**src/rtl/ps2_mouse_cursor.sv**
```systemverilog
// Receive-only PS/2 mouse front end: synchronises the PS/2 lines, deserialises
// device frames, assembles 3-byte stream packets and tracks a clamped cursor.
module ps2_mouse_cursor #(
  parameter int SCREEN_W       = 640,
  parameter int SCREEN_H       = 480,
  parameter int SYNC_STAGES    = 2,
  parameter int TIMEOUT_CYCLES = 25000
) (
  input  logic       clock,
  input  logic       reset,
  input  logic       ps2_clk,
  input  logic       ps2_dat,
  output logic [9:0] cursor_x,
  output logic [9:0] cursor_y,
  output logic       btn_left,
  output logic       btn_right,
  output logic       btn_middle,
  output logic       packet_valid,
  output logic       frame_error
);

  localparam int TW = $clog2(TIMEOUT_CYCLES + 1);
  localparam logic signed [11:0] X_MAX = 12'(SCREEN_W - 1);
  localparam logic signed [11:0] Y_MAX = 12'(SCREEN_H - 1);

  typedef enum logic [1:0] {IDLE, SHIFT, CHECK} rx_state_t;

  // frame layout after shifting: [7:0] data, [8] odd parity, [9] stop
  function automatic logic frame_ok(input logic [9:0] f);
    return (^f[8:0]) & f[9];
  endfunction

  logic [SYNC_STAGES-1:0] clk_sync, dat_sync;
  logic                   clk_prev;
  logic                   clk_s, dat_s, fall;

  assign clk_s = clk_sync[SYNC_STAGES-1];
  assign dat_s = dat_sync[SYNC_STAGES-1];
  assign fall  = clk_prev & ~clk_s;

  // synchroniser chains reset to the idle-high bus level
  always_ff @(posedge clock) begin
    if (reset) begin
      clk_sync <= '1;
      dat_sync <= '1;
      clk_prev <= 1'b1;
    end else begin
      clk_sync <= {clk_sync[SYNC_STAGES-2:0], ps2_clk};
      dat_sync <= {dat_sync[SYNC_STAGES-2:0], ps2_dat};
      clk_prev <= clk_s;
    end
  end

  rx_state_t     state;
  logic [3:0]    bit_cnt;
  logic [9:0]    shreg;
  logic [TW-1:0] tcount;
  logic          byte_valid;
  logic [7:0]    rx_byte;

  always_ff @(posedge clock) begin
    if (reset) begin
      state       <= IDLE;
      bit_cnt     <= 4'd0;
      shreg       <= 10'd0;
      tcount      <= '0;
      byte_valid  <= 1'b0;
      rx_byte     <= 8'd0;
      frame_error <= 1'b0;
    end else begin
      byte_valid  <= 1'b0;
      frame_error <= 1'b0;
      case (state)
        IDLE: begin
          tcount <= '0;
          if (fall && !dat_s) begin
            state   <= SHIFT;
            bit_cnt <= 4'd1;
          end
        end
        SHIFT: begin
          // a falling edge takes priority over an expiring timeout
          if (fall) begin
            shreg   <= {dat_s, shreg[9:1]};
            tcount  <= '0;
            bit_cnt <= bit_cnt + 4'd1;
            if (bit_cnt == 4'd10) state <= CHECK;
          end else if (tcount == TW'(TIMEOUT_CYCLES)) begin
            state       <= IDLE;
            tcount      <= '0;
            frame_error <= 1'b1;
          end else begin
            tcount <= tcount + 1'b1;
          end
        end
        CHECK: begin
          state   <= IDLE;
          rx_byte <= shreg[7:0];
          if (frame_ok(shreg)) byte_valid  <= 1'b1;
          else                 frame_error <= 1'b1;
        end
        default: state <= IDLE;
      endcase
    end
  end

  logic [1:0]         byte_idx;
  logic [7:0]         hdr, dx_byte;
  logic signed [11:0] dx, dy, nx, ny;
  logic [9:0]         nx_c, ny_c;

  // movement deltas are 9-bit two's complement, forced to zero on overflow
  always_comb begin
    dx = hdr[6] ? 12'sd0 : {{4{hdr[4]}}, dx_byte};
    dy = hdr[7] ? 12'sd0 : {{4{hdr[5]}}, rx_byte};
    nx = $signed({2'b00, cursor_x}) + dx;
    ny = $signed({2'b00, cursor_y}) - dy;
    if (nx[11])          nx_c = 10'd0;
    else if (nx > X_MAX) nx_c = X_MAX[9:0];
    else                 nx_c = nx[9:0];
    if (ny[11])          ny_c = 10'd0;
    else if (ny > Y_MAX) ny_c = Y_MAX[9:0];
    else                 ny_c = ny[9:0];
  end

  // packet assembly; the third byte is applied directly from rx_byte
  always_ff @(posedge clock) begin
    if (reset) begin
      byte_idx     <= 2'd0;
      hdr          <= 8'd0;
      dx_byte      <= 8'd0;
      cursor_x     <= 10'(SCREEN_W / 2);
      cursor_y     <= 10'(SCREEN_H / 2);
      btn_left     <= 1'b0;
      btn_right    <= 1'b0;
      btn_middle   <= 1'b0;
      packet_valid <= 1'b0;
    end else begin
      packet_valid <= 1'b0;
      if (frame_error) begin
        byte_idx <= 2'd0;
      end else if (byte_valid) begin
        case (byte_idx)
          2'd0: begin
            if (rx_byte[3]) begin
              hdr      <= rx_byte;
              byte_idx <= 2'd1;
            end else begin
              byte_idx <= 2'd0;
            end
          end
          2'd1: begin
            dx_byte  <= rx_byte;
            byte_idx <= 2'd2;
          end
          2'd2: begin
            cursor_x     <= nx_c;
            cursor_y     <= ny_c;
            btn_left     <= hdr[0];
            btn_right    <= hdr[1];
            btn_middle   <= hdr[2];
            packet_valid <= 1'b1;
            byte_idx     <= 2'd0;
          end
          default: byte_idx <= 2'd0;
        endcase
      end else begin
        byte_idx <= byte_idx;
      end
    end
  end

endmodule

```
**config.mk**
```make
export PLATFORM = sky130hd
export DESIGN_NAME = ps2_mouse_cursor
export DESIGN_NICKNAME = d
export VERILOG_FILES = /design/src/rtl/ps2_mouse_cursor.sv
export SDC_FILE = /design/constraint.sdc
export NUM_CORES = 1
export LEC_CHECK = 0
export CORE_MARGIN = 3
export CORE_UTILIZATION = 60
export CTS_CLUSTER_SIZE = 12
export DETAILED_ROUTE_END_ITERATION = 10
export HOLD_SLACK_MARGIN = 0.15
export PLACE_DENSITY = 0.83
export SYNTH_ARGS = -nofsm -noshare
export SYNTH_HDL_FRONTEND = slang
export SYNTH_SLANG_ARGS = --single-unit
```
**constraint.sdc**
```tcl
create_clock -name clock -period 3.4 [get_ports clock]
set_input_delay 0.34 -clock clock [delete_from_list [all_inputs] [get_ports clock]]
set_output_delay 0.34 -clock clock [all_outputs]
set_load 0.005 [all_outputs]
```
==> results summary, run 1 <==
No sink is reached through more buffers than the 2 on the longest clock path. The placed wire-length estimate came out at 7064 um. The non-filler instance count after layout came out at 682. The clock tree synthesis step divided the H-tree into 3 levels.

In the routed layout, each cell is associated on average with a via count of 5.716. The clock period minus final worst setup slack came out at 2.975 ns. In the routed design, unresolved DRC markers number 0. The worst reg-to-reg path cell count is 11. The area overhead of the layout relative to synthesis came out at 10.81%. The initial antenna violation count was 0. The reg-to-reg setup timing slack is 0.42 ns.

The placed standard-cell area is 5024 sq um. The number of inserted filler cells in the final layout came out at 592. During placement, the flow inserted port buffers numbering 28.

The global-route layer with the greatest usage is met2. The maximum cell stage delay along the critical path came out at 0.67 ns. The part of the cycle the worst path needs is 0.8750. The routing usage on met2 is 0.3936. The slowest stage of the critical path is the or4b_1 cell. The most common cell type on the critical path is a22o_2. In the final layout, the share of cells above drive strength 1 is 0.06690. The length of the first detailed-routing pass in iterations came out at 5. The simple-gate share of the synthesized area came out at 0.2322. The number of instances in the placed design came out at 666. The final hold slack came out at 0.2467 ns. The count of mapped cells out of synthesis is 559. For the pin with the worst max-slew slack, the measured transition is 0.8528 ns. The static power due to leakage came out at 0.001980 uW. By area, the combinational part of the netlist is dominated by simple AND/OR/NAND/NOR gates.

The data required time of the critical path came out at 3.70 ns. STA classifies the critical path startpoint as a flop. The clock-pin slew reported for the worst setup and hold paths after clock tree synthesis is 0.09 ns. The number of placement rows came out at 31. The tightest min-delay check is of the in2reg type. The max-slew violation total from the final report came out at 0. The total number of clock tree sinks came out at 87. The leftover overflow at the end of global routing is 0. The post-layout instance area is 5206 sq um. The endpoint of the most critical register-to-register path is cursor_y[1]$_SDFFE_PP0P_.

The average size of a mapped cell came out at 8.405 sq um. At the end of routability-driven placement, the weighted congestion stood at 0.9055. The post-CTS repair timing setup buffer count came out at 0. The count of routing violations after the opening detailed-route iteration is 143. The compound-cell area share of the yosys netlist came out at 0.1680. Summing internal, switching and leakage power gives 1782 uW. The power density over the cells came out at 342.3 nW/um^2. The maximum clock frequency came out at 336.1 MHz. The arrival time reported for the critical path endpoint is 3.27 ns.

After the last flow step, the layout net total stands at 614. Registers take 1742 sq um. The fraction of met1 tracks used by global routing is 0.2909.

The antenna cell count came out at 0. The detailed router placed 3898 vias in this run. The post-cts gate resize count came out at 0.

The combined area of the multi-input logic cells came out at 2793 sq um. The number of max-capacitance violations reported came out at 0. The final hold violation count came out at 0. Ranked by total cell area, the synthesized netlist is headed by dfxtp_1 (37%), ha_1 (8.0%), nand2_1 (5.8%), a21oi_1 (5.2%), xnor2_1 (4.1%). The die boundary height is 94.49 um. The floorplan die width came out at 94.49 um. The element type at the critical path end is a flop. The worst-path maximum fanout is 6. In this run, synthesis inferred 0 flip-flops with an integrated enable. The number of buffers inserted during clock tree synthesis is 9. The critical path starts at rx_byte[0]$_SDFFE_PP0N_. The cell chosen for the clock root is clkbuf_8. The distinct cell type count after synthesis came out at 56. Of all cell types, the one taking the most synthesized area is dfxtp_1. Of the total synthesized cell area, the portion taken by full adders, half adders and majority gates is 0.08842. The Yosys warning count is 0.

The reg-to-reg critical path startpoint is rx_byte[0]$_SDFFE_PP0N_. Clock latency on the worst-skew pair, taken at its later pin, is 0.34 ns. The boundary pin count came out at 29. The run finished with clean final reports. The TritonCTS clock tree is done. Setup violations remaining at the end of the flow were counted as 0.

The library cell used most frequently in the layout, excluding fill and tap cells, is dfxtp_1. The total detailed-routing wirelength is 9653 um. The final setup TNS is 0 ns. The capture point of the worst path is cursor_y[1]$_SDFFE_PP0P_. The xor-xnor portion of the synthesized cell area is 0.06525.

The number of nets produced by synthesis came out at 595. The sequential-to-total area share from yosys stat is 0.3707. The library cells used most frequently in the layout, excluding fill and tap cells, are dfxtp_1 (87), nand2_1 (72), a21oi_1 (49), nor2_1 (45), ha_1 (30). The global-route met3 utilization is 0.03187.

The proportion of netlist area held by the largest area contributor came out at 0.3707. The number of nets with antenna violations after routing came out at 0. The worst IR drop on VDD is 0.2757 mV. The cell area after synthesis is 4698 sq um. The number of hold buffers added after CTS came out at 0. The largest net degree at the start of global routing is 61. The tightest slew margin relative to the limit is 0.4293. Of the post-synthesis cell area, the part taken by muxes is 0.04048. The via count of the first global-routing pass came out at 3732. In the final routed layout, each cell accounts on average for 14.15 um. The number of storage elements in the synthesis netlist is 87. The initial core utilization came out at 0.6342.

Across the routed clock network, the largest skew measured is 0.005812 ns. For this run, the leading register cell type out of synthesis is dfxtp_1. The area enclosed by the die boundary came out at 8928 sq um. The share of synthesized registers carrying an async set or reset came out at 0. Setup repair after global routing left no endpoint under its margin. The first global-routing pass estimated 16480 um of wire. By startpoint and endpoint, the worst setup path is classified as reg2reg. Traced cell by cell, the critical path runs through nor2b_1, ha_1, inv_1, fa_1, a21o_2, a22o_2, o22ai_1, xor2_1, or4b_1, nand4b_1, a22o_2. The placeable core region is 7408 sq um. In the global route stage, overall resource usage came out at 0.2281.
kinds of logic after synthesis:
logic type,Yosys count
AOI/OAI and AO/OA,123
xor gates and xnor gates,35
adders and majority gates,32
buffers and inverters,43
DFF,87
muxes,19
and+or+nand+nor,220
registers in the layout, indices dropped and copies added, names as in the netlist, 2 cells and up:
name and flops:
byte_idx 2, hdr 7, clk_sync 2, state 2
bit_cnt 4, dat_sync 2, dx_byte 8, shreg 10
cursor_y 10, tcount 15, cursor_x 10, rx_byte 8
layout make-up:
class                      count  share of cell area
multi-input combinational    429              0.5364
sequential                    87              0.3345
timing repair buffer          29             0.05431
clock buffer                  10             0.02644
tap                           99             0.02379
inverter                      22             0.01586
clock inverter                 6            0.008652
worst min-delay path by stage:
stage / startpoint / cells past startpoint / endpoint / slack [ns]
after floorplan: clk_sync[0]$_SDFF_PP1_ / 1 / clk_sync[1]$_SDFF_PP1_ / 0.39
after global routing: reset / 2 / cursor_y[9]$_SDFFE_PP0P_ / 0.24
final: reset / 2 / cursor_y[9]$_SDFFE_PP0P_ / 0.25
after detailed placement: clk_sync[0]$_SDFF_PP1_ / 1 / clk_sync[1]$_SDFF_PP1_ / 0.40
after CTS: reset / 2 / cursor_y[9]$_SDFFE_PP0P_ / 0.23
after global placement: dat_sync[0]$_SDFF_PP1_ / 1 / dat_sync[1]$_SDFF_PP1_ / 0.39
layer usage:
metal  share of wire  up-vias
met1            0.46     1815
met5               0        -
li1                -     1979
met3           0.045       14
met4           0.013        0
met2            0.48       90
report_power, final:
group / total (uW) / internal, uW / switching [uW]
logic: 80.6 / 26.0 / 54.5
clock network: 670 / 288 / 382
registers: 1030 / 1030 / 5.87
stage by stage:
stage / util / setup WS [ns]
floorplan: - / 0.6292
global placement: 0.6781 / 0.5664
detailed placement: 0.6781 / 0.5073
CTS: 0.7028 / 0.4732
global route: 0.7028 / 0.2740
finish: 0.7028 / 0.4248
critical path, delay by kind of cell (launching register included):
kind	cells	cell delay, ns
xor+xnor	1	0.10
simple gates	3	0.99
buf+inv	1	0.05
compound gates	4	0.83
fa+ha+maj	2	0.58
flops	1	0.37
cell usage after synthesis, types with 2 or more instances:
master / number
a21o_2: 2
clkbuf_1: 19
o22ai_1: 2
a21oi_1: 49
xnor2_1: 22
nor4_1: 3
buf_2: 2
nor2b_1: 15
a31oi_1: 3
and3_1: 3
and2_1: 3
o211ai_1: 2
nor4bb_1: 3
inv_1: 22
fa_1: 2
mux2i_1: 19
a21o_1: 7
a22o_2: 2
a2bb2oi_1: 4
nand4_1: 9
nor3b_1: 5
ha_1: 30
o21a_1: 6
nor2_1: 45
nand2b_1: 17
o21bai_1: 3
or4_1: 2
a211oi_1: 3
o21ai_0: 24
or2_2: 7
nand3_1: 9
nand2_1: 72
a22o_1: 4
or3_1: 6
xor2_1: 13
nor3_1: 14
dfxtp_1: 87
(Power assumes the default switching activity.)
==> inputs of run 2 (changes only) <==
--- a/config.mk
+++ b/config.mk
@@ -11,6 +11,7 @@
 export DETAILED_ROUTE_END_ITERATION = 10
 export HOLD_SLACK_MARGIN = 0.15
 export PLACE_DENSITY = 0.83
+export SLEW_MARGIN = 20
 export SYNTH_ARGS = -nofsm -noshare
 export SYNTH_HDL_FRONTEND = slang
 export SYNTH_SLANG_ARGS = --single-unit
==> results of run 2 <==
Same layout as run 1: the final DEF is identical, and so are final timing and power.
